## src/rtl/ifu_predec_fifo_if.sv

```systemverilog
// Fetch-to-decode bundle for ifu_predec_fifo: enqueue, dequeue, head predecode/prediction, redirect.
// Latency: none (wires only).
// Backpressure: i_ready/o_ready handshakes carried through; slave is the buffer side, master drives fetch/decode.
interface ifu_predec_fifo_if #(
    parameter int PC_W = 32
);
    logic            i_valid;
    logic            i_ready;
    logic [31:0]     i_instr;
    logic [PC_W-1:0] i_pc;
    logic            i_flush;
    logic            o_valid;
    logic            o_ready;
    logic [31:0]     o_instr;
    logic [PC_W-1:0] o_pc;
    logic            o_bjp;
    logic            o_jal;
    logic            o_jalr;
    logic            o_bxx;
    logic            o_prdt_taken;
    logic [PC_W-1:0] o_prdt_target;
    logic            o_redir_valid;
    logic [PC_W-1:0] o_redir_pc;

    modport slave (
        input  i_valid, i_instr, i_pc, i_flush, o_ready,
        output i_ready, o_valid, o_instr, o_pc, o_bjp, o_jal, o_jalr, o_bxx,
               o_prdt_taken, o_prdt_target, o_redir_valid, o_redir_pc
    );

    modport master (
        output i_valid, i_instr, i_pc, i_flush, o_ready,
        input  i_ready, o_valid, o_instr, o_pc, o_bjp, o_jal, o_jalr, o_bxx,
               o_prdt_taken, o_prdt_target, o_redir_valid, o_redir_pc
    );
endinterface

```

## src/rtl/ifu_predec_fifo.sv

```systemverilog
// Instruction buffer that predecodes branches/jumps and predicts them at enqueue; optional BPU via IFU_PREDEC_BPU_EN.
// Latency: enqueue to head visible 1 cycle (no fall-through); redirect request 1 cycle after a taken enqueue.
// Backpressure: i_ready low when full, during a redirect cycle or a flush; head held while o_valid & !o_ready.
module ifu_predec_fifo #(
    parameter int DEPTH = 4,
    parameter int PC_W  = 32
) (
    input  logic               clk,
    input  logic               rst_n,
    ifu_predec_fifo_if.slave   io_fifo
);
    localparam int AW = (DEPTH > 1) ? $clog2(DEPTH) : 1;
    localparam int CW = AW + 1;

    typedef struct packed {
        logic [31:0]     instr;
        logic [PC_W-1:0] pc;
        logic            bjp;
        logic            jal;
        logic            jalr;
        logic            bxx;
        logic            taken;
        logic [PC_W-1:0] target;
    } entry_t;

    entry_t          r_mem [DEPTH];
    logic [AW-1:0]   r_wr_ptr;
    logic [AW-1:0]   r_rd_ptr;
    logic [CW-1:0]   r_count;
    logic            r_redir_pend;
    logic [PC_W-1:0] r_redir_pc;

    logic [6:0]      w_opcode;
    logic            w_jal;
    logic            w_jalr;
    logic            w_bxx;
    logic [PC_W-1:0] w_pc_plus4;
    logic            w_taken;
    logic [PC_W-1:0] w_target;
    logic            w_full;
    logic            w_empty;
    logic            w_i_ready;
    logic            w_enq;
    logic            w_deq;
    entry_t          w_entry;
    entry_t          w_head;

    assign w_opcode   = io_fifo.i_instr[6:0];
    assign w_jal      = (w_opcode == 7'b1101111);
    assign w_jalr     = (w_opcode == 7'b1100111);
    assign w_bxx      = (w_opcode == 7'b1100011);
    assign w_pc_plus4 = io_fifo.i_pc + PC_W'(4);

`ifdef IFU_PREDEC_BPU_EN
    logic [31:0]     w_imm_j32;
    logic [31:0]     w_imm_i32;
    logic [31:0]     w_imm_b32;
    logic [PC_W-1:0] w_imm_j;
    logic [PC_W-1:0] w_imm_i;
    logic [PC_W-1:0] w_imm_b;
    logic [4:0]      w_rs1;

    assign w_imm_j32 = {{11{io_fifo.i_instr[31]}}, io_fifo.i_instr[31], io_fifo.i_instr[19:12],
                        io_fifo.i_instr[20], io_fifo.i_instr[30:21], 1'b0};
    assign w_imm_i32 = {{20{io_fifo.i_instr[31]}}, io_fifo.i_instr[31:20]};
    assign w_imm_b32 = {{19{io_fifo.i_instr[31]}}, io_fifo.i_instr[31], io_fifo.i_instr[7],
                        io_fifo.i_instr[30:25], io_fifo.i_instr[11:8], 1'b0};
    // Sign-extend (or truncate) the 32-bit immediates to the PC width.
    assign w_imm_j   = PC_W'(signed'(w_imm_j32));
    assign w_imm_i   = PC_W'(signed'(w_imm_i32));
    assign w_imm_b   = PC_W'(signed'(w_imm_b32));
    assign w_rs1     = io_fifo.i_instr[19:15];
`endif

    // Static prediction of the incoming instruction; not-taken falls through to pc+4.
    always_comb begin
        w_taken  = 1'b0;
        w_target = w_pc_plus4;
`ifdef IFU_PREDEC_BPU_EN
        if (w_jal) begin
            w_taken  = 1'b1;
            w_target = io_fifo.i_pc + w_imm_j;
        end else if (w_jalr && (w_rs1 == 5'd0)) begin
            w_taken  = 1'b1;
            w_target = w_imm_i;
        end else if (w_bxx && io_fifo.i_instr[31]) begin
            // backward branch: sign bit of the B immediate is the instruction MSB
            w_taken  = 1'b1;
            w_target = io_fifo.i_pc + w_imm_b;
        end
`endif
    end

    assign w_full    = (r_count == CW'(DEPTH));
    assign w_empty   = (r_count == '0);
    // rst_n gates ready so nothing is accepted while reset is held
    assign w_i_ready = rst_n & ~w_full & ~r_redir_pend & ~io_fifo.i_flush;
    assign w_enq     = io_fifo.i_valid & w_i_ready;
    assign w_deq     = ~w_empty & io_fifo.o_ready & ~io_fifo.i_flush;

    assign w_entry = {io_fifo.i_instr, io_fifo.i_pc, (w_jal | w_jalr | w_bxx),
                      w_jal, w_jalr, w_bxx, w_taken, w_target};

    // Pointer and occupancy bookkeeping; flush overrides enqueue/dequeue.
    always_ff @(posedge clk or negedge rst_n) begin
        if (!rst_n) begin
            r_wr_ptr <= '0;
            r_rd_ptr <= '0;
            r_count  <= '0;
        end else if (io_fifo.i_flush) begin
            r_wr_ptr <= '0;
            r_rd_ptr <= '0;
            r_count  <= '0;
        end else begin
            if (w_enq) begin
                r_wr_ptr <= (r_wr_ptr == AW'(DEPTH - 1)) ? '0 : r_wr_ptr + AW'(1);
            end
            if (w_deq) begin
                r_rd_ptr <= (r_rd_ptr == AW'(DEPTH - 1)) ? '0 : r_rd_ptr + AW'(1);
            end
            case ({w_enq, w_deq})
                2'b10:   r_count <= r_count + CW'(1);
                2'b01:   r_count <= r_count - CW'(1);
                default: r_count <= r_count;
            endcase
        end
    end

    // Entry storage: written on accepted enqueue, fully cleared by reset.
    always_ff @(posedge clk or negedge rst_n) begin
        if (!rst_n) begin
            for (int k = 0; k < DEPTH; k++) begin
                r_mem[k] <= '0;
            end
        end else if (w_enq) begin
            r_mem[r_wr_ptr] <= w_entry;
        end
    end

    // One-cycle redirect pulse after a predicted-taken enqueue; blocks enqueue while pending.
    always_ff @(posedge clk or negedge rst_n) begin
        if (!rst_n) begin
            r_redir_pend <= 1'b0;
            r_redir_pc   <= '0;
        end else if (io_fifo.i_flush) begin
            r_redir_pend <= 1'b0;
        end else if (w_enq && w_taken) begin
            r_redir_pend <= 1'b1;
            r_redir_pc   <= w_target;
        end else begin
            r_redir_pend <= 1'b0;
        end
    end

    assign w_head = r_mem[r_rd_ptr];

    assign io_fifo.i_ready       = w_i_ready;
    assign io_fifo.o_valid       = ~w_empty;
    assign io_fifo.o_instr       = w_head.instr;
    assign io_fifo.o_pc          = w_head.pc;
    assign io_fifo.o_bjp         = w_head.bjp;
    assign io_fifo.o_jal         = w_head.jal;
    assign io_fifo.o_jalr        = w_head.jalr;
    assign io_fifo.o_bxx         = w_head.bxx;
    assign io_fifo.o_prdt_taken  = w_head.taken;
    assign io_fifo.o_prdt_target = w_head.target;
    assign io_fifo.o_redir_valid = r_redir_pend;
    assign io_fifo.o_redir_pc    = r_redir_pc;
endmodule

```

## src/flat_wrapper.sv

```systemverilog
// flat-port wrapper written by rule: the top's interface ports become plain ports
module ifu_predec_fifo_flat 
#(
    parameter int DEPTH = 4,
    parameter int PC_W  = 32
)
  (clk, rst_n, io_fifo_i_valid, io_fifo_i_instr, io_fifo_i_pc, io_fifo_i_flush, io_fifo_o_ready, io_fifo_i_ready, io_fifo_o_valid, io_fifo_o_instr, io_fifo_o_pc, io_fifo_o_bjp, io_fifo_o_jal, io_fifo_o_jalr, io_fifo_o_bxx, io_fifo_o_prdt_taken, io_fifo_o_prdt_target, io_fifo_o_redir_valid, io_fifo_o_redir_pc);
  ifu_predec_fifo_if #(.PC_W(PC_W)) io_fifo_i ();
  input  logic clk;
  input  logic rst_n;
  input wire logic [$bits(io_fifo_i.i_valid)-1:0] io_fifo_i_valid;
  input wire logic [$bits(io_fifo_i.i_instr)-1:0] io_fifo_i_instr;
  input wire logic [$bits(io_fifo_i.i_pc)-1:0] io_fifo_i_pc;
  input wire logic [$bits(io_fifo_i.i_flush)-1:0] io_fifo_i_flush;
  input wire logic [$bits(io_fifo_i.o_ready)-1:0] io_fifo_o_ready;
  output wire logic [$bits(io_fifo_i.i_ready)-1:0] io_fifo_i_ready;
  output wire logic [$bits(io_fifo_i.o_valid)-1:0] io_fifo_o_valid;
  output wire logic [$bits(io_fifo_i.o_instr)-1:0] io_fifo_o_instr;
  output wire logic [$bits(io_fifo_i.o_pc)-1:0] io_fifo_o_pc;
  output wire logic [$bits(io_fifo_i.o_bjp)-1:0] io_fifo_o_bjp;
  output wire logic [$bits(io_fifo_i.o_jal)-1:0] io_fifo_o_jal;
  output wire logic [$bits(io_fifo_i.o_jalr)-1:0] io_fifo_o_jalr;
  output wire logic [$bits(io_fifo_i.o_bxx)-1:0] io_fifo_o_bxx;
  output wire logic [$bits(io_fifo_i.o_prdt_taken)-1:0] io_fifo_o_prdt_taken;
  output wire logic [$bits(io_fifo_i.o_prdt_target)-1:0] io_fifo_o_prdt_target;
  output wire logic [$bits(io_fifo_i.o_redir_valid)-1:0] io_fifo_o_redir_valid;
  output wire logic [$bits(io_fifo_i.o_redir_pc)-1:0] io_fifo_o_redir_pc;
  assign io_fifo_i.i_valid = io_fifo_i_valid;
  assign io_fifo_i.i_instr = io_fifo_i_instr;
  assign io_fifo_i.i_pc = io_fifo_i_pc;
  assign io_fifo_i.i_flush = io_fifo_i_flush;
  assign io_fifo_i.o_ready = io_fifo_o_ready;
  assign io_fifo_i_ready = io_fifo_i.i_ready;
  assign io_fifo_o_valid = io_fifo_i.o_valid;
  assign io_fifo_o_instr = io_fifo_i.o_instr;
  assign io_fifo_o_pc = io_fifo_i.o_pc;
  assign io_fifo_o_bjp = io_fifo_i.o_bjp;
  assign io_fifo_o_jal = io_fifo_i.o_jal;
  assign io_fifo_o_jalr = io_fifo_i.o_jalr;
  assign io_fifo_o_bxx = io_fifo_i.o_bxx;
  assign io_fifo_o_prdt_taken = io_fifo_i.o_prdt_taken;
  assign io_fifo_o_prdt_target = io_fifo_i.o_prdt_target;
  assign io_fifo_o_redir_valid = io_fifo_i.o_redir_valid;
  assign io_fifo_o_redir_pc = io_fifo_i.o_redir_pc;
  ifu_predec_fifo #(.DEPTH(DEPTH), .PC_W(PC_W)) u_core (.clk(clk), .rst_n(rst_n), .io_fifo(io_fifo_i));
endmodule
```

## config.mk

```make
export PLATFORM = sky130hd
export DESIGN_NAME = ifu_predec_fifo_flat
export DESIGN_NICKNAME = d
export VERILOG_FILES = /design/src/rtl/ifu_predec_fifo_if.sv /design/src/rtl/ifu_predec_fifo.sv /design/src/flat_wrapper.sv
export SDC_FILE = /design/constraint.sdc
export NUM_CORES = 1
export LEC_CHECK = 0
export ABC_AREA = 0
export BUFFER_PORTS_ARGS = -buffer_cell sky130_fd_sc_hd__buf_2
export CAP_MARGIN = 15
export CORE_UTILIZATION = 30
export DETAILED_ROUTE_END_ITERATION = 10
export GPL_TIMING_DRIVEN = 1
export MAX_ROUTING_LAYER = met4
export PLACE_DENSITY = 0.57
export SETUP_SLACK_MARGIN = 0.3
export SLEW_MARGIN = 40
export SYNTH_ARGS = -nofsm -noshare
export SYNTH_HDL_FRONTEND = slang
export SYNTH_SLANG_ARGS = --single-unit
export TNS_END_PERCENT = 20
```

## constraint.sdc

```tcl
create_clock -name clk -period 3 [get_ports clk]
set_clock_uncertainty 0.2 [all_clocks]
set_input_delay 0.15 -clock clk [delete_from_list [all_inputs] [get_ports clk]]
set_output_delay 0.15 -clock clk [all_outputs]
set_load 0.01 [all_outputs]
```

### Yosys cells after proc, flatten, opt, wreduce, memory -nomap -nowiden

Index checks and enable logic that the tools add are counted.

* memory bits (read-only): 0
* bits in registers: 411
* memory bits (writable): 0
* memories: 0
* input bits: 69
* bits in latches: 0

* bitwise logic cells: 12
* div/mod/pow operators: 0
* equal/unequal tests: 8
* add/sub/neg operators: 5
* muxes and demuxes: 14
* multiply operators: 0
* $lt $le $gt $ge: 3
* shift operators: 0
* reductions and logical operators: 5

Operators by type and width (number)
* 404-bit bitwise mux: 1
* 101-bit 2-to-1 mux: 3
* 101-bit binary-select mux with 2-bit select: 1
* 101-bit demux with 2-bit select: 1
* 32-bit by 3-bit adder with 32-bit output (second input constant): 1
* 7-bit equality test (second input constant): 3
* 2-bit 2-to-1 mux: 6
* 2-bit equality test (second input constant): 3
* 3-bit >= comparator (second input constant): 2
* 2-bit NOT with 3-bit output: 2
* 3-bit case mux with 2 select lines: 1
* 1-bit AND: 5
* 2-bit by 1-bit adder with 2-bit output (second input constant): 2
* 2-bit nonzero test: 2
* 3-bit by 1-bit adder with 3-bit output (second input constant): 1
* 3-bit equality test (second input constant): 1
* 3-bit logical NOT: 1
* 3-bit by 1-bit < comparator with 1-bit output (second input constant): 1
* 3-bit 2-to-1 mux: 1
* 1-bit NOT: 3
* 3-bit nonzero test: 1
* 3-bit by 1-bit subtractor with 3-bit output (second input constant): 1
* 2-bit by 1-bit equality test with 1-bit output (second input constant): 1
* 1-bit bitwise OR: 2
* 1-bit logical AND: 1

### Logic depth before layout (Yosys ltp)

Gate-level depths: netlist (run 1).

* depth in word-level cells: 8
* depth in mapped cells: 10

### Least setup slack after synthesis (run 1)

OpenSTA, ideal clock, no wires.

* path kind: register to register
* from: register u_core.r_count[2]
* to: register u_core.r_count[2]
* cell stages (with the launch flop): 8
* period minus slack after synthesis: 2.361 ns
* library setup time: 0.120 ns
* path slack: 0.639 ns
* data arrival time: 2.041 ns
* cell sequence: dfrtp_1 -> buf_2 -> o31ai_1 -> nor2_1 -> fa_1 -> a21oi_1 -> a221oi_1 -> a31o_2

* word-level cells in the longest chain between the ends: 8

RTL lines
* start, declared: RTL line ifu_predec_fifo.sv:29 `logic [CW-1:0] r_count;`
* start signal, assigned: RTL line ifu_predec_fifo.sv:122 `2'b10: r_count <= r_count + CW'(1);`
* start signal, assigned: RTL line ifu_predec_fifo.sv:123 `2'b01: r_count <= r_count - CW'(1);`
* start signal, assigned: RTL line ifu_predec_fifo.sv:124 `default: r_count <= r_count;`
* 3-bit equality test: RTL line ifu_predec_fifo.sv:94 `assign w_full = (r_count == CW'(DEPTH));`
* 1-bit NOT: RTL line ifu_predec_fifo.sv:97 `assign w_i_ready = rst_n & ~w_full & ~r_redir_pend & ~io_fifo.i_flush;`
* 1-bit AND (2 in a row): RTL line ifu_predec_fifo.sv:97
* 1-bit AND: RTL line ifu_predec_fifo.sv:98 `assign w_enq = io_fifo.i_valid & w_i_ready;`
* 2-bit by 1-bit equality test with 1-bit output or 2-bit equality test (tied branches): RTL line ifu_predec_fifo.sv:121 `case ({w_enq, w_deq})`
* 3-bit case mux with 2 select lines: RTL line ifu_predec_fifo.sv:121
* 3-bit 2-to-1 mux: RTL line ifu_predec_fifo.sv:110 `end else if (io_fifo.i_flush) begin`

Parallel ways exist; a longest one is shown, timed or not.
A chain may end at the register's enable or synchronous reset.

### Final worst setup path (run 1)

* from: register u_core.r_count[1]
* to: output io_fifo_i_ready

* word-level cells in the longest chain between the ends: 4

RTL lines
* 3-bit equality test: RTL line ifu_predec_fifo.sv:94
* 1-bit NOT: RTL line ifu_predec_fifo.sv:97
* 1-bit AND (2 in a row): RTL line ifu_predec_fifo.sv:97
* end, declared: RTL line flat_wrapper.sv:16 `output wire logic [$bits(io_fifo_i.i_ready)-1:0] io_fifo_i_ready;`

Every way passes these cells.

==> results of run 1 <==
==> report_power, final <==
part / internal, mW / switching, mW / leakage (nW)
registers: 6.56 / 0.647 / 5.23
clock network: 3.67 / 2.36 / 0.808
logic: 1.85 / 2.05 / 4.88
total: 12.1 / 5.05 / 10.9
==> state kept, by name, summed over array words and instances, names as in the netlist <==
signal / count
u_core.r_mem: 392
u_core.r_count: 3
u_core.r_rd_ptr: 2
u_core.r_wr_ptr: 2
==> worst max-delay path: cells and delay by family, from the launching register on <==
kind | cells | cell delay, ns
flip-flops | 1 | 0.46
buffers and inverters | 2 | 0.40
AND/OR/NAND/NOR | 2 | 0.79
==> cell families after synthesis <==
kind of cell	share of synthesized area
other	0.000203
AO/OA/AOI/OAI	0.0478
AND/OR/NAND/NOR	0.223
multiplexers	0.127
buffers and inverters	0.0495
adder cells (fa/ha/maj)	0.00515
flip-flops	0.541
XOR/XNOR	0.00712
==> area by class of cell <==
type	count	area share
Sequential cell	399	0.444
Clock inverter	17	0.00906
Inverter	4	0.000667
Multi-Input combinational cell	1331	0.344
Clock buffer	69	0.0640
Antenna cell	4	0.000444
Tap cell	782	0.0434
Timing Repair Buffer	282	0.0943
==> cell usage after synthesis, drive strengths merged (3+ instances only) <==
library cell / number
mux2i: 4
buf: 110
mux4: 98
and4: 5
nand4: 15
nand2: 868
and2: 4
or3: 5
clkbuf: 67
o21ai: 77
xor2: 9
a31oi: 40
nand2b: 3
xnor2: 6
dfrtp: 399
mux2: 8
o31ai: 9
ha: 6
inv: 4
nand3: 23
nor2: 50
and3: 5
or4: 29
o211ai: 16
==> timing repair <==
| action | 4_1_cts | 5_1_grt |
|---|---|---|
| resized for setup | 1 | 0 |
| endpoints found under the hold margin | 486 | 0 |
| endpoints found under the setup margin | 4 | 0 |
| hold buffers | 68 | 0 |
==> worst paths after layout <==
path	from	to	slack, ns	cells after the start
max in group asynchronous	rst_n	u_core.r_mem[183]	1.10	5
max	u_core.r_count[1]	io_fifo_i_ready	0.42	4
min	rst_n	u_core.r_mem[363]	0.11	3
max reg2reg	u_core.r_count[1]	u_core.r_count[2]	0.48	8
min in group clk	io_fifo_i_instr[24]	u_core.r_mem[194]	0.14	4
min reg2reg	u_core.r_mem[45]	u_core.r_mem[45]	0.27	2
==> per-stage QoR <==
stage          worst slack, ns  area (µm²)  hold WS [ns]
6_report                 0.418       22500         0.112
2_1_floorplan            0.639       18600        -0.346
3_5_place_dp             0.505       20100         0.152
3_3_place_gp             0.568       20000         0.127
5_1_grt                  0.348       22500         0.120
4_1_cts                  0.365       22500         0.100
==> metal layers <==
layer	GRT usage	share of wire	vias up	routed length (µm)
met4	0.0484	0.020	0	1080
met5	-	0	-	0
met3	0.0386	0.067	86	3640
met1	0.244	0.45	7156	24500
li1	-	-	6571	-
met2	0.280	0.46	455	25400
==> reports/qor.yml, run 1 <==
critical_path:
  endpoint_kind: "primary output"
  worstPathMaxFanout: 8
  crit_slowest_cell: "or3b_1"
  path_class: "flop to primary output"
  cp-start-kind: "flop"
  worstPathArrival_ns: 2.23
  crit_path_cell_trace: "or3b_1 > buf_4 > and3b_1 > buf_2"
  crit_path_max_incr_delay_ns: 0.54
  crit_required_ns: 2.65
detailed_routing:
  antenna_left: 0
  dr_total_vias: 14300
  drcViolationCount: 0
  drt_iter0_drc: 1039
  avgViaCountPerCell: 4.94
  routedWlPerCell_um: 18.9
  wirelength_um: 54600
  first_pass_iters: 5
logic_synthesis:
  synthFlopType: "dfrtp_1"
  synth_cell_types: 44
  ys_warn_count: 0
  synth_seq_area_share: 0.541
  synth_seq_cells: 399
  synthCells: 1878
  synth-async-reset-ratio: 1.00
  yosys.area.top_type: "dfrtp_1"
  syn_area_um2: 18500
  netlist.area_leader.share: 0.541
  synth_edf_count: 0
  synth_area_leaders: "dfrtp_1, nand2_1, mux4_2"
  postSynthAreaPerCell_um2: 9.83
power_and_ir_drop:
  leakage_nw: 10.9
  ir_drop_uv: 403
  power-per-cell-area_nw_per_um2: 761
  finalPower_mw: 17.1
clock_tree:
  clkSinkCount: 399
  clockBufferDepth: 3
  worstSkewPairLatency_ns: 0.58
  tritoncts: "done"
  htreeDepth: 2
  root_buffer: "clkbuf_16"
  post_cts_buffers: 0
  cts_buffers: 47
  clkTransAtPathRegs_ns: 0.06
finish:
  final_common_cell: "nand2_1"
  fin_cells: 2888
  multiInputGateArea_um2: 7760
  area_growth_syn_to_layout_pct: 22.0
  final_util: 0.372
  layout_common_cells: "nand2_1, dfrtp_1, buf_2, mux4_2, o21ai_0"
  final_net_count: 2141
  num-fill-cells: 5960
  regArea_um2: 9990
  drive_gt1_frac: 0.198
status:
  status: "finished, final reports clean"
sta:
  min_period_ns: 2.58
  tns_ns: 0
  timing.final.crit_share: 0.861
  setup_viol: 0
  hold_viol_final: 0
  slew_violations: 0
  max_clock_freq_ghz: 0.387
  rsz0062_at_grt: "no"
  tightestPinTransition_ns: 0.704
  relSlewSlack: 0.531
min_path:
  hold_class: "input port to async pin"
place:
  dp.cells: 2729
  port-buffer-count: 170
  hpwl_um: 34900
  place_congestion: 0.794
grt:
  grt_pass1_vias: 14600
  grtUsageTotal: 0.182
  antenna_found_initial: 2
  grt_max_degree: 106
  overflow: 0
  grt_pass1_wl_um: 86100
floorplanning:
  die_y_um: 250
  dieArea_um2: 62500
  rows: 90
  num_io_pins: 205
  initial_utilization: 0.305
  fp.coreArea_um2: 60600
  dieWidth_um: 250
job:
  drv_cap: 0
(Power assumes the default switching activity.)
==> run 2: changes to the inputs <==
--- a/config.mk
+++ b/config.mk
@@ -6,13 +6,13 @@
 export NUM_CORES = 1
 export LEC_CHECK = 0
 export ABC_AREA = 0
-export BUFFER_PORTS_ARGS = -buffer_cell sky130_fd_sc_hd__buf_2
 export CAP_MARGIN = 15
 export CORE_UTILIZATION = 30
 export DETAILED_ROUTE_END_ITERATION = 10
+export DONT_BUFFER_PORTS = 1
 export GPL_TIMING_DRIVEN = 1
 export MAX_ROUTING_LAYER = met4
-export PLACE_DENSITY = 0.57
+export PLACE_DENSITY = 0.55
 export SETUP_SLACK_MARGIN = 0.3
 export SLEW_MARGIN = 40
 export SYNTH_ARGS = -nofsm -noshare
==> run 2 against run 1 <==
  * The run now ends with negative hold slack left
  * Final cell count shrank 6.0%
  * Hold slack lost 1.0 ns
  * Setup slack lost 0.028 ns
  * First-iteration DRC count is 18% higher
  * Clock power down 10%
  * Global-route usage decreased by 0.053 points
  * Sequential share of layout area rose by 2.4 points
  * Via count is 4.5% lower
  * Sequential power about the same
  * Design area down 5.2%
  * Sequential cell count unchanged
  * Largest power group unchanged
==> reports/qor.yml, run 2 (synthesis results as in run 1) <==
critical_path:
  crit_required_ns: 3.28  # +0.63 ns
  worstPathMaxFanout: 10  # +2
  cp-start-kind: "input port"
  worstPathArrival_ns: 2.90  # +0.67 ns
  path_class: "input port to flop"
  endpoint_kind: "flop"
  worstRegToRegCells: 7  # -1
clock_tree:
  clkSinkCount: 399  # unchanged
  htreeDepth: 2  # unchanged
  cts_buffers: 45  # -4.3%
  clkTransAtPathRegs_ns: 0.06  # about the same
  root_buffer: "clkbuf_16"
  clockBufferDepth: 3  # unchanged
  worstSkewPairLatency_ns: 0.57  # about the same
  holdBufCountCts: 69  # +1.5%
  tritoncts: "done"
finish:
  layout_common_cells: "nand2_1, dfrtp_1, mux4_2, o21ai_0, dlygate4sd3_1"
  largest_register_ffs: 392  # unchanged
  top_regs: "u_core.r_mem: 392 flops, u_core.r_count: 3 flops"
  top_register: "u_core.r_mem"
  drive_gt1_frac: 0.120  # -0.0788
  final_common_cell: "nand2_1"
  area_growth_syn_to_layout_pct: 15.6
  final_net_count: 1966  # -8.2%
grt:
  antenna_found_initial: 8  # +6
  grtUsageTotal: 0.182  # -0.000533
  grt_max_degree: 402  # +280%
  grt_pass1_vias: 13500  # -7.7%
  overflow: 0  # unchanged
  grt_pass1_wl_um: 85400  # -0.86%
min_path:
  hold_class: "input port to async pin"
sta:
  hold_viol_final: 399  # +399
  timing.final.ws_setup_ns: 0.390  # -0.0283 ns
  setup_viol: 0  # unchanged
  max_clock_freq_ghz: 0.383  # -1.1%
  timing.final.crit_share: 0.870  # +0.00945
  fin_hold_ws_ns: -0.890  # -1.00 ns
  tightestPinTransition_ns: 1.15  # +0.448 ns
  relSlewSlack: 0.232  # -0.299
  tns_ns: 0  # unchanged
  slew_violations: 0  # unchanged
  rsz0062_at_grt: "no"
  min_period_ns: 2.61  # +0.0283 ns
floorplanning:
  initial_utilization: 0.305  # unchanged
  num_io_pins: 205  # unchanged
  fp.coreArea_um2: 60600  # unchanged
  rows: 90  # unchanged
  dieWidth_um: 250  # unchanged
  dieArea_um2: 62500  # unchanged
  die_y_um: 250  # unchanged
power_and_ir_drop:
  leakage_nw: 10.0  # -8.3%
  power.share.sequential: 0.452  # +0.031
  p_clk_frac: 0.339  # -0.013
  switchingPower_mw: 4.73  # -6.4%
  ir_drop_uv: 421  # +4.6%
  p_sw_frac: 0.296  # +0.00122
  intPower_mw: 11.2  # -6.9%
  combinationalPowerShare: 0.208  # -0.020
  power-per-cell-area_nw_per_um2: 748  # -1.7%
status:
  violations: "negative hold slack"
  status: "finished with violations"
detailed_routing:
  drcViolationCount: 0  # unchanged
  avgViaCountPerCell: 5.02  # +1.6%
  dr_total_vias: 13600  # -4.5%
  first_pass_iters: 5  # unchanged
  drt_iter0_drc: 1226  # +18%
  antenna_left: 0  # unchanged
  wirelength_um: 55000  # +0.80%
  routedWlPerCell_um: 20.3  # +7.2%
place:
  dp_slack_ns: 0.467  # -0.0383 ns
  place_congestion: 0.820  # +3.2%
  hpwl_um: 33900  # -2.7%
  port-buffer-count: 0  # -100%
job:
  drv_cap: 0  # unchanged
==> run 2: path summary, 6_finish.rpt <==
| check | slack, ns | end | startpoint |
|---|---|---|---|
| worst max-delay path | 0.39 | u_core.r_mem[127] | io_fifo_i_pc[2] |
| worst max register to register | 0.43 | u_core.r_count[2] | u_core.r_count[2] |
| worst min-delay path | -0.89 | u_core.r_mem[327] | rst_n |
| worst min register to register | 0.27 | u_core.r_mem[194] | u_core.r_mem[194] |
| max in group asynchronous | 2.57 | u_core.r_mem[170] | rst_n |
| min in group clk | 0.05 | u_core.r_mem[15] | io_fifo_i_pc[3] |
==> run 2: worst max-delay path, stage by stage <==
cell and delay [ns]:
dlygate4sd3_1 0.85, ha_2 0.42, nand2_1 0.19, or4_4 0.55
or4_4 0.53, a31oi_1 0.19
==> run 2: power by group through the flow <==
stage          clock, mW  combinational [mW]  sequential, mW
4_1_cts             5.56                3.40            7.21
3_3_place_gp           0                3.10            7.24
5_1_grt             5.76                3.68            7.37
2_1_floorplan          0                2.56            7.05
6_report            5.42                3.32            7.22
3_5_place_dp           0                3.20            7.31
==> run 2: final cells by class <==
class,count,area (µm²)
antenna,11,27.5
clock buffer,73,1370
clock inverter,7,70.1
fill,5974,39200
inverter,4,15.0
multi-input combinational,1331,7770
sequential,399,9990
tap,782,978
timing repair buffer,109,1120
==> run 2: what timing repair did <==
item	in CTS	in global routing
endpoints found under the hold margin	798	399
setup buffers	1	0
setup endpoints to repair	71	21
gates resized for setup	0	3
==> run 2: routing by layer <==
layer	routed length (µm)	up-vias	track usage
met5	0	-	-
met4	1010	0	0.0429
met3	4590	67	0.0537
met2	26200	447	0.280
met1	23300	6870	0.234
li1	-	6245	-
==> run 2: per-stage QoR <==
step	instance area, µm²	std cells	utilization	hold slack [ns]	power [mW]
2_1_floorplan	18600	1911	-	-0.346	9.61
3_3_place_gp	19200	2555	0.316	-0.310	10.3
3_5_place_dp	19200	2555	0.316	-0.311	10.5
4_1_cts	21300	2705	0.352	-0.933	16.2
5_1_grt	21400	2716	0.352	-0.924	16.8
6_report	21400	2716	0.352	-0.890	16.0
==> run 3: changes to the inputs <==
--- a/config.mk
+++ b/config.mk
@@ -13,6 +13,7 @@
 export GPL_TIMING_DRIVEN = 1
 export MAX_ROUTING_LAYER = met4
 export PLACE_DENSITY = 0.55
+export REMOVE_ABC_BUFFERS = 1
 export SETUP_SLACK_MARGIN = 0.3
 export SLEW_MARGIN = 40
 export SYNTH_ARGS = -nofsm -noshare
==> run 3 against run 2 <==
  * The flow still finishes with violations (negative hold slack)
  * Power increased by 2.8%
  * Sequential cell count did not move
  * Maximum frequency up 3.0%
  * Critical path type is now flop to flop
  * Wire length about the same
  * Largest cell class unchanged
  * Core utilization grew 0.29 points
  * Global-route usage is 0.34 points higher
==> reports/qor.yml, run 3 (synthesis results as in run 1) <==
clock_tree:
  tritoncts: "done"
  root_buffer: "clkbuf_16"
  worstSkewPairLatency_ns: 0.57  # about the same
  clockBufferDepth: 3  # unchanged
  holdBufCountCts: 68  # -1.4%
  clkTransAtPathRegs_ns: 0.06  # about the same
  htreeDepth: 2  # unchanged
  clkSinkCount: 399  # unchanged
  cts_buffers: 46  # +2.2%
  post_cts_buffers: 0  # -1
critical_path:
  worstPathArrival_ns: 2.83  # -0.07 ns
  crit_required_ns: 3.29  # about the same
  crit_path_max_incr_delay_ns: 0.60  # -0.25 ns
  path_buf_inv: 1  # unchanged
  crit_slowest_cell: "or3b_1"
  cp-start-kind: "flop"
  crit_path_cell_trace: "or3b_1 > nand3_4 > buf_12 > or4_1 > o211ai_1"
  cp_top_family: "simple AND/OR/NAND/NOR gates"
  path_class: "flop to flop"
  endpoint_kind: "flop"
  worstPathMaxFanout: 39  # +29
sta:
  min_period_ns: 2.53  # -0.0769 ns
  timing.final.crit_share: 0.844  # -0.0256
  max_clock_freq_ghz: 0.395  # +3.0%
  rsz0062_at_grt: "no"
  slew_violations: 0  # unchanged
  setup_viol: 0  # unchanged
  fin_hold_ws_ns: -0.923  # -0.0325 ns
  tightestPinTransition_ns: 0.938  # -0.214 ns
  hold_viol_final: 399  # unchanged
  tns_ns: 0  # unchanged
  relSlewSlack: 0.375  # +0.143
finish:
  final_common_cell: "nand2_1"
  fin_area_um2: 21500  # +0.81%
  final_net_count: 1963  # -0.15%
  largest_register_ffs: 392  # unchanged
  top_register: "u_core.r_mem"
  layout_common_cells: "nand2_1, dfrtp_1, mux4_2, o21ai_0, dlygate4sd3_1"
  drive_gt1_frac: 0.123  # +0.00364
  num-fill-cells: 5988  # +0.23%
  top_regs: "u_core.r_mem: 392 flops, u_core.r_count: 3 flops"
  area_growth_syn_to_layout_pct: 16.6
grt:
  grtUsageTotal: 0.185  # +0.00336
  grt_pass1_vias: 14100  # +4.4%
  overflow: 0  # unchanged
  grt_pass1_wl_um: 86200  # +0.99%
  antenna_found_initial: 8  # unchanged
  grt_max_degree: 402  # unchanged
place:
  hpwl_um: 33600  # -1.1%
  port-buffer-count: 0  # unchanged
  place_area_um2: 19200  # +0.31%
  place_congestion: 0.794  # -3.2%
job:
  drv_cap: 0  # unchanged
power_and_ir_drop:
  power-per-cell-area_nw_per_um2: 762  # +1.9%
  leakage_nw: 10.1  # +0.89%
  ir_drop_uv: 359  # -15%
detailed_routing:
  antenna_left: 0  # unchanged
  wirelength_um: 55100  # about the same
  avgViaCountPerCell: 5.00  # -0.29%
  drcViolationCount: 0  # unchanged
  first_pass_iters: 5  # unchanged
  dr_total_vias: 13600  # -0.40%
  routedWlPerCell_um: 20.3  # +0.12%
  drt_iter0_drc: 1185  # -3.3%
status:
  status: "finished with violations"
  violations: "negative hold slack"
floorplanning:
  rows: 90  # unchanged
  num_io_pins: 205  # unchanged
  dieArea_um2: 62500  # unchanged
  dieWidth_um: 250  # unchanged
  fp.coreArea_um2: 60600  # unchanged
  initial_utilization: 0.305  # unchanged
  die_y_um: 250  # unchanged
min_path:
  hold_class: "input port to async pin"
## run 3: cell types whose count changed in the layout (fill, tap and decap cells not counted), sizes merged
cell | previous run | this run
clkinvlp | 1 | 2
buf | 40 | 37
diode | 11 | 8
clkbuf | 73 | 71
bufinv | 1 | 3
inv | 6 | 7
dlygate4sd3 | 69 | 68
clkinv | 3 | 5
## run 3: report_power, final
group          leakage [nW]  total [mW]  internal [mW]  switching [mW]
sequential             5.23        7.20           6.56           0.644
combinational          4.09        3.33           1.45            1.88
clock                 0.784        5.87           3.56            2.31
## run 3: stage by stage
stage	cells	power, mW	worst slack (ns)	util
2_1_floorplan	1734	9.54	-1.95	-
3_3_place_gp	2553	10.4	0.516	0.317
3_5_place_dp	2553	10.5	0.453	0.317
4_1_cts	2705	16.6	0.396	0.355
5_1_grt	2713	17.3	0.312	0.355
6_report	2713	16.4	0.467	0.355
## run 3: area by class of cell
cell class,count,area [µm²],area share
antenna,8,20.0,0.000930
timing repair buffer,105,1160,0.0538
clock inverter,13,156,0.00727
inverter,4,15.0,0.000698
tap,782,978,0.0455
sequential,399,9990,0.464
multi-input combinational,1331,7760,0.361
clock buffer,71,1440,0.0668
## run 3: per-layer routing
metal / wire, µm / global-route usage / share of wire / vias to the layer above
li1: - / - / - / 6214
met1: 23500 / 0.233 / 0.43 / 6896
met2: 26300 / 0.292 / 0.48 / 383
met3: 3940 / 0.0469 / 0.072 / 81
met4: 1290 / 0.0571 / 0.023 / 0
met5: 0 / - / 0 / -
## run 3: worst paths after layout
check / start / slack (ns) / endpoint / cells after the start
max: u_core.r_count[2] / 0.47 / u_core.r_mem[224] / 5
min: rst_n / -0.92 / u_core.r_mem[182] / 0
min in group clk: io_fifo_i_pc[11] / 0.04 / u_core.r_mem[31] / 4
max in group asynchronous: rst_n / 2.75 / u_core.r_mem[298] / 0
min reg2reg: u_core.r_mem[163] / 0.27 / u_core.r_mem[163] / 2
max reg2reg: u_core.r_count[2] / 0.47 / u_core.r_mem[224] / 5
## run 3: what timing repair did
item | CTS | global route
setup endpoints to repair | 0 | 16
endpoints found under the hold margin | 798 | 399
resized for setup | 0 | 3
